<file path="src/rtl/timer_pkg.sv">
// timer_pkg: shared constants and elaboration-time helpers for the LED blink timer.
//   DEFAULT_CLOCK_FREQ : default system clock frequency in Hz
//   half_period()      : clock cycles per led phase (truncating division)
//   cnt_width()        : counter width able to hold 0..n-1, never below 1
package timer_pkg;

    localparam int unsigned DEFAULT_CLOCK_FREQ = 100_000_000;

    // A zero blink_freq is illegal and is reported by the top; return 0 here so
    // elaboration reaches that check instead of dividing by zero.
    function automatic int unsigned half_period(input int unsigned clock_freq,
                                                input int unsigned blink_freq);
        if (blink_freq == 0) begin
            return 0;
        end
        return clock_freq / (2 * blink_freq);
    endfunction

    function automatic int unsigned cnt_width(input int unsigned n);
        if (n <= 1) begin
            return 1;
        end
        return $clog2(n);
    endfunction

endpackage

</file>
<file path="src/rtl/timer_prescaler.sv">
// timer_prescaler: free-running mod-N counter.
//   clk  : clock, rising-edge active
//   rst  : synchronous active-high reset, clears the count
//   wrap : high while the count sits at N-1 (combinational from the count register)
module timer_prescaler
    import timer_pkg::*;
#(
    parameter int unsigned N = 2
) (
    input  logic clk,
    input  logic rst,
    output logic wrap
);

    localparam int unsigned CNT_W = cnt_width(N);
    localparam logic [CNT_W-1:0] LAST_CNT = CNT_W'(N - 1);

    logic [CNT_W-1:0] cnt_q;
    logic [CNT_W-1:0] cnt_d;

    // Full-width compare so the count can never run past N-1.
    assign wrap = (cnt_q == LAST_CNT);

    always_comb begin
        cnt_d = cnt_q + CNT_W'(1);
        if (wrap) begin
            cnt_d = '0;
        end
    end

    always_ff @(posedge clk) begin
        if (rst) begin
            cnt_q <= '0;
        end else begin
            cnt_q <= cnt_d;
        end
    end

endmodule

</file>
<file path="src/rtl/timer.sv">
// timer: free-running LED blink timer, divides clk down to a BLINK_FREQ Hz square wave.
//   clk  : sole clock, rising-edge active
//   rst  : synchronous active-high reset
//   led  : registered 50% duty square wave, period 2*HALF_PERIOD clk cycles
//   tick : (only with TIMER_TICK_EN defined) registered one-cycle pulse aligned
//          with every new led value
// Optional feature macro: TIMER_TICK_EN.
module timer
    import timer_pkg::*;
#(
    parameter int unsigned CLOCK_FREQ = DEFAULT_CLOCK_FREQ,
    parameter int unsigned BLINK_FREQ = 1
) (
    input  logic clk,
    input  logic rst,
`ifdef TIMER_TICK_EN
    output logic tick,
`endif
    output logic led
);

    localparam int unsigned HALF_PERIOD = half_period(CLOCK_FREQ, BLINK_FREQ);

    if (BLINK_FREQ == 0 || CLOCK_FREQ == 0 || CLOCK_FREQ < 2 * BLINK_FREQ) begin : gen_param_err
        $error("timer: need CLOCK_FREQ > 0, BLINK_FREQ > 0 and CLOCK_FREQ >= 2*BLINK_FREQ");
    end

    logic wrap;
    logic led_q;

    timer_prescaler #(
        .N (HALF_PERIOD)
    ) u_prescaler (
        .clk  (clk),
        .rst  (rst),
        .wrap (wrap)
    );

    always_ff @(posedge clk) begin
        if (rst) begin
            led_q <= 1'b0;
        end else if (wrap) begin
            led_q <= ~led_q;
        end
    end

    assign led = led_q;

`ifdef TIMER_TICK_EN
    logic tick_q;

    // Registered alongside led so the pulse lines up with the new led value.
    always_ff @(posedge clk) begin
        if (rst) begin
            tick_q <= 1'b0;
        end else begin
            tick_q <= wrap;
        end
    end

    assign tick = tick_q;
`endif

endmodule

</file>
<file path="config.mk">
export PLATFORM = sky130hd
export DESIGN_NAME = timer
export DESIGN_NICKNAME = d
export VERILOG_FILES = /design/src/rtl/timer_pkg.sv /design/src/rtl/timer_prescaler.sv /design/src/rtl/timer.sv
export SDC_FILE = /design/constraint.sdc
export NUM_CORES = 1
export LEC_CHECK = 0
export CAP_MARGIN = 10
export CORE_MARGIN = 3
export CORE_UTILIZATION = 45
export CTS_BUF_LIST = sky130_fd_sc_hd__clkbuf_4 sky130_fd_sc_hd__clkbuf_8
export DETAILED_ROUTE_END_ITERATION = 7
export SYNTH_ARGS = -nofsm -noshare
export SYNTH_HDL_FRONTEND = slang
export SYNTH_SLANG_ARGS = --single-unit
</file>
<file path="constraint.sdc">
create_clock -name clk -period 2.7 [get_ports clk]
set_clock_uncertainty 0.15 [all_clocks]
set_input_delay 0.27 -clock clk [delete_from_list [all_inputs] [get_ports clk]]
set_output_delay 0.27 -clock clk [all_outputs]
set_load 0.02 [all_outputs]
</file>
# ---- After elaboration in Yosys (flattened, before gate mapping)
# Cells that the tools add are included.
dict set report classes {
  n_eq_ne 1
  add_sub_neg 1
  reduce_logical 1
  n_bitwise 1
}
# op n
set op_table {}
lappend op_table {{$add 26x1->26 const B} 1}
lappend op_table {{$eq 26x26->1 const B} 1}
lappend op_table {{$reduce_or 2->1} 1}
lappend op_table {{$not 1->1} 1}
dict set report totals {
  elab_cells 6
  reg_bits 27
  out_inout_bits 1
  input_bits 2
}

# ---- Depth between registers and ports, before layout
dict set report logic_depth {
  depth_word 2
  depth_mapped 6
  mapped_depth_nobuf 4
}

# ---- Modules after synthesis
# Synthesis repeated with hierarchy kept, for this count alone.
dict set report hier_totals {
  hier_cells 150
  hier_area_um2 1290.0
}
# module seq_area_each_um2 cells_per_inst n_inst area_each_um2
set by_module_without_submodules {}
lappend by_module_without_submodules {timer_prescaler 520.5 147 1 1257.5}
lappend by_module_without_submodules {timer 20.0 3 1 32.5}

# ---- Least setup slack after synthesis
# No wires, ideal clock.
dict set report synth_timing {
  kind {register to register}
  start {register u_prescaler.cnt_q[11]}
  end {register u_prescaler.cnt_q[24]}
  setup_ns 0.117
  path_stages_with_launch 6
  period_less_slack_ns 1.805
  path_buffers 1
  arrival_time_ns 1.538
  t_required_ns 2.433
  setup_slack_ns 0.895
  path_cell_list {dfxtp_1 buf_2 nor4_1 nand4_1 a2111o_1 a32o_1}
}
dict set report synth_via {
  elab_chain_len 2
  word_cells_on_any_way 3
  classes_between {1 x add/sub; 1 x eq/ne; 1 x reduce/logical}
}
# element line_no
set synth_lines {}
lappend synth_lines {{from (decl)} timer_prescaler.sv:18} ;# logic [CNT_W-1:0] cnt_q;
lappend synth_lines {{from (signal assigned)} timer_prescaler.sv:35} ;# cnt_q <= cnt_d;
lappend synth_lines {{branches (longest 2 deep; another with $add 26x1->26)} -}
# Parallel ways; which one is timed is not known.
# A chain may end at the register's enable or synchronous reset.

# ---- Worst setup path in the final report
dict set report layout_timing {
  start {register u_prescaler.cnt_q[2]}
  end {register u_prescaler.cnt_q[2]}
}
# Same word-level chain as after synthesis.

==> results.toml <==
[run_status]
outcome = "complete, no violations"

[clock_tree]
cts_root_buf = "clkbuf_4"
clkTransAtPathRegs_ns = 0.14
cts_repair_resize_count = 0
hold_buffers = 0
cts.sinks = 27
cts_made_buffers = 3
ctsLongestPathBuffers = 2
cts_tree = "done"
clock_latency_ns = 0.33
h-tree-depth = 1
postCtsSetupRepairBufs = 0

[yosys]
ys_seq_area_share_pct = 41.03
ys_ff_latch = 27
synth_edf_count = 0
syn_avg_cell_area_um2 = 8.842
synth_area_leaders = "dfxtp_1 (41%), xor2_1 (6.0%), a21oi_1 (4.9%), o31ai_1 (4.6%), nand3_1 (4.2%)"
yosys.area.top_type = "dfxtp_1"
async_flop_share_pct = 0
synth_area_mm2 = 0.001318
ys_types = 32
ys_warn_count = 0
syn_nets = 152
netlist.area_leader.share_pct = 41.03
ys.flop_type = "dfxtp_1"
postSynthCellCount = 149
yosysMostFrequentCell = "dfxtp_1"
synth_common_cells = "dfxtp_1 (27), a21oi_1 (13), nor2_1 (12), nand3_1 (11)"

[worst_setup_path]
cp.arrival_ns = 2.13
startpoint = "u_prescaler.cnt_q[2]"
crit_required_ns = 2.77
ff2ff_setup_slack_ns = 0.64
cp_max_fo = 25
end_kind = "flip-flop"
r2r_end = "u_prescaler.cnt_q[2]"
start_kind = "flip-flop"
endpoint = "u_prescaler.cnt_q[2]"
rr_worst_depth = 5
timing.rr.start = "u_prescaler.cnt_q[2]"
crit_type = "reg -> reg"

[routing]
via_per_inst = 6.102
vias = 1080
dr.first_iter.drc_count = 58
remaining_drc_errors = 0
first_pass_iters = 4
wl_mm = 2.543
antenna_left = 0
post_drt_wl_per_cell_um = 14.37

[layout]
num-fill-cells = 261
antennaDiodeCount = 0
fin_nets = 151
drive_gt1_share_pct = 6.803
utilization_pct = 51.28
syn_to_final_growth_pct = 2.564
design_area_mm2 = 0.001351

[timing]
min_period_ns = 2.063
rsz0062_at_grt = "no"
period_share_pct = 76.42
maxSlewHeadroom_pct = 77.54
hold_violations = 0
tightest_slew_ns = 0.3357
setup_viol = 0
fin_setup_tns_ns = 0
drv_slew = 0
fmax_mhz = 484.7

[grt]
antenna_found_initial = 0
grt_pass1_vias = 1058
track_usage_pct = 16.80
grt_pass1_wl_mm = 4.657
grt_overflow = 0
grt_start_max_net_pins = 26

[floorplanning]
initial_utilization_pct = 50.00
rows = 18
boundaryPins = 3
die_w_um = 60.11
fp.dieH_um = 60.11
dieArea_mm2 = 0.003613
coreArea_mm2 = 0.002635

[pwr]
power_density_mw_per_mm2 = 445.6
total_power_w = 0.0006022
power.leakage_nw = 0.4297
peakVddDrop_uv = 330.2

[place]
io_buffer_count = 2
dp_hpwl_mm = 1.763
place_congestion = 0.7666
placed_cell_area_mm2 = 0.001324

[run]
cap_violations = 0

[hold_path]
hold_class = "reg -> reg"
## per-layer routing
| metal | GRT usage [%] | part of all wire [%] | wire [µm] | vias to the layer above |
|---|---|---|---|---|
| li1 | - | - | - | 552 |
| met1 | 20.63 | 48 | 1223 | 517 |
| met2 | 29.48 | 49 | 1250 | 11 |
| met3 | 4.536 | 2.7 | 68 | 0 |
| met4 | 2.848 | 0 | 0 | 0 |
| met5 | 0 | 0 | 0 | - |
## cell type report
| cell class | instances | area, µm² | share of cell area [%] |
|---|---|---|---|
| sequential | 27 | 540.5 | 40.00 |
| tap | 30 | 37.54 | 2.778 |
| clock buffer | 3 | 22.52 | 1.667 |
| multi-input combinational | 111 | 710.7 | 52.59 |
| inverter | 2 | 7.507 | 0.5556 |
| clock inverter | 1 | 5.005 | 0.3704 |
| timing repair buffer | 3 | 27.53 | 2.037 |
## how the worst min path moves through the flow
stage	cells after the start	endpoint	from	slack [ns]
floorplan	1	led	rst	0.19
global placement	1	u_prescaler.cnt_q[0]	u_prescaler.cnt_q[0]	0.28
detailed placement	1	u_prescaler.cnt_q[0]	u_prescaler.cnt_q[0]	0.29
CTS	1	u_prescaler.cnt_q[0]	u_prescaler.cnt_q[0]	0.31
global route	1	u_prescaler.cnt_q[0]	u_prescaler.cnt_q[0]	0.32
finish	1	u_prescaler.cnt_q[0]	u_prescaler.cnt_q[0]	0.30
## placed cells by master, fill, tap and decap left out, types with 2 or more instances in the layout
cell	Yosys	layout
or4_1	7	7
nand3_1	11	11
dfxtp_1	27	27
nand4_1	6	6
nor2_1	12	12
and4_1	4	4
inv_1	2	2
o21ai_0	6	6
o31ai_1	8	8
xor2_1	9	9
and3_1	3	3
clkdlybuf4s50_1	0	2
a21oi_1	13	13
nand2_1	9	9
and2_1	3	3
nor3_1	2	2
or3_1	6	6
clkbuf_4	0	3
## stage by stage
step                      setup WS, ns  hold slack, ns  instances
final                           0.6367          0.3014        177
after global routing            0.5020          0.3226        177
after CTS                       0.6451          0.3127        177
after detailed placement        0.6660          0.2924        173
after global placement          0.7280          0.2755        173
after floorplan                 0.8946          0.1891        149
## state kept, by name, indices dropped and copies added, names as in the netlist
| register | count |
|---|---|
| led | 1 |
| u_prescaler.cnt_q | 26 |
## kinds of logic (layout without fill, tap and decap cells)
kind of cell / Yosys count / in the layout / synth area share (%)
and+or+nand+nor: 69 / 69 / 30.68
AOI/OAI and AO/OA: 31 / 31 / 15.67
adders and majority gates: 1 / 1 / 0.9495
buffers and inverters: 11 / 9 / 5.034
xor gates and xnor gates: 10 / 10 / 6.648
DFF: 27 / 27 / 41.03
## power breakdown
group / switching [W] / internal (W)
Clock: 0.000122 / 0.0000556
Combinational: 0.0000128 / 0.00000712
Sequential: 0.00000266 / 0.000402
Total: 0.000137 / 0.000465
## worst max-delay path: stages, from the launching register on
cell and delay, ns:
dfxtp_1 0.42, and4_1 0.40, nand2_2 0.28, o31ai_4 0.30, buf_4 0.31, nor2_1 0.09
Note: power is estimated with default switching activity, not from simulation.
==> edit, RTL diff (config.mk and constraints unchanged) <==
Set the package constant `DEFAULT_CLOCK_FREQ` to 50_000_000 (it was 100_000_000).
--- a/src/rtl/timer_pkg.sv
+++ b/src/rtl/timer_pkg.sv
@@ -4,7 +4,7 @@
 //   cnt_width()        : counter width able to hold 0..n-1, never below 1
 package timer_pkg;
 
-    localparam int unsigned DEFAULT_CLOCK_FREQ = 100_000_000;
+    localparam int unsigned DEFAULT_CLOCK_FREQ = 50_000_000;
 
     // A zero blink_freq is illegal and is reported by the top; return 0 here so
     // elaboration reaches that check instead of dividing by zero.
Behaviour: no difference found for any inputs over 10 cycles, from zero or initial values and one cycle with rst high; that may be too few to reach the edited logic, so the function may still have changed.
==> edit against the unedited design <==
Combinational power is 13% lower; worst setup slack worse by 0.018 ns; synthesized area shrank 4.8%; routed wire length fell by 4.9%; highest routed layer is now met4; power increased by 1.3%; worst hold slack better by 0.040 ns; count of clock-buffer cells in the layout increased by 1; final area decreased by 1.7%; critical endpoint is now u_prescaler.cnt_q[24]; critical path type unchanged; sequential cell count down 1.
==> edit: results (changes against the unedited design) <==
Run status
  – Status: finished clean

Placement
  – Placed wire-length estimate: 1776 um (+0.73%)
  – Dpl cell area: 0.001292 mm2 (-2.4%)
  – Port bufs: 2 (unchanged)
  – GP Congestion: 0.7752 (+1.1%)

Global routing
  – Initial antenna violation count: 0 (unchanged)
  – Global-route wire length before repair: 4188 um (-10%)
  – Total global-route track usage: 15.85% (-0.95 points)
  – Vias in the first global route: 925 (-13%)
  – Pin count of the biggest net entering global routing: 25 (-3.8%)

Drt
  – First-pass detailed-route iteration total: 4 (unchanged)
  – Vias/cell: 5.908 (-3.2%)
  – Uppermost layer routed: met4
  – Initial drt markers: 43 (-26%)
  – Wirelength, routed: 2419 um (-4.9%)
  – Met1 WL: 1233 um (+0.82%)
  – Met2 WL post-DR: 1039 um (-17%)
  – Met3 Wirelength: 90 um (+32%)

Timing
  – Worst Tran Pin Value: 0.3929 ns (+0.05721 ns)

Layout
  – Layout Nets: 147 (-2.6%)
  – Max reg flops: 25 (-3.8%)
  – FILL cells: 240 (-8.0%)
  – Largest Register: u_prescaler.cnt_q
  – ANT cells: 0 (unchanged)
  – Share of cells above drive strength 1: 8.392% (+1.6 points)

Clock tree
  – Setup Buffers After CTS: 0 (unchanged)
  – Clk_lat worst skew: ~0.34 ns
  – Cts bufs inserted: 3 (unchanged)
  – Max clock buf depth: 2 (unchanged)
  – Clock root cell: clkbuf_4
  – Clock-pin slew on the worst setup and hold paths: 0.14 ns (about the same)
  – CTS H-tree depth: 1 (unchanged)
  – Post-CTS Resized: 0 (unchanged)

Synthesis
  – Async S/R FF share, synth: 0% (unchanged)
  – Distinct cells, synth: 31 (-3.1%)
  – Main area contributors after synthesis: dfxtp_1 42%, xor2_1 6.3%, nand4_1 5.0%
  – Synth cell count leaders: 26 x dfxtp_1, 14 x nor2_1, 12 x a21oi_1
  – Mapped Nets: 143 (-5.9%)
  – Seq/Total Area, Yosys: 41.52% (+0.49 points)
  – Ys Warns: 0 (unchanged)

Power and ir drop
  – VDD IR max: 0.2865 mV (-13%)
  – Lkg Pwr: 0.4496 nW (+4.6%)

Worst hold path
  – HP Start: led
  – HP Class: register to register

Setup path
  – Crit path launch type: register
  – Arrival @ worst endpoint: 2.22 ns (+0.09 ns)
  – Worst R2R Start: u_prescaler.cnt_q[0]
  – Maximum net fanout on the critical path: 8 (-68%)
[edit: final timing paths]
kind	to	slack, ns	depth (start not counted)
setup / recovery	u_prescaler.cnt_q[24]	0.62	5
hold / removal	led	0.34	2
setup reg to reg	u_prescaler.cnt_q[24]	0.62	5
hold reg to reg	led	0.34	2
[edit: stage by stage]
step,std cells,utilization [%],setup slack (ns),power (W)
2_1_floorplan,140,-,0.8171,0.0004132
3_3_place_gp,169,50.34,0.6890,0.0004188
3_5_place_dp,169,50.34,0.6514,0.0004191
4_1_cts,173,51.75,0.6293,0.0006151
5_1_grt,173,51.75,0.4689,0.0006301
6_report,173,51.75,0.6190,0.0006101
[edit: area by class of cell]
cell class / instances / area share (%)
inverter: 4 / 1.130
clock buffer: 4 / 2.731
tap: 30 / 2.825
sequential: 26 / 39.17
multi-input combinational: 106 / 52.07
timing repair buffer: 3 / 2.072
[edit: critical path, cell delays in order, from the launching register on]
cell     delay (ns)
dfxtp_1        0.45
ha_1           0.33
and3_2         0.27
nand2_1        0.16
or4_1          0.54
a21oi_1        0.14
[edit: report_power, final]
part | total, W | leakage [nW] | internal (W) | switching [W]
sequential | 0.000393 | 0.210 | 0.000387 | 0.00000533
combinational | 0.0000174 | 0.219 | 0.00000691 | 0.0000105
clock | 0.000200 | 0.0210 | 0.0000828 | 0.000117
total | 0.000610 | 0.450 | 0.000477 | 0.000133
[edit: cell families (layout without fill, tap and decap cells)]
group / count (synthesis) / in the layout / synth area share [%]
adders and majority gates: 1 / 1 / 0.9978
xor gates and xnor gates: 12 / 12 / 8.384
AOI/OAI and AO/OA: 24 / 24 / 12.38
and+or+nand+nor: 69 / 69 / 33.43
DFF: 26 / 26 / 41.52
buffers and inverters: 8 / 11 / 3.293
[edit: layer usage]
layer	track usage, %	up-vias
met5	0	-
met4	8.091	0
met3	2.632	6
met2	24.13	16
met1	21.45	471
li1	-	529
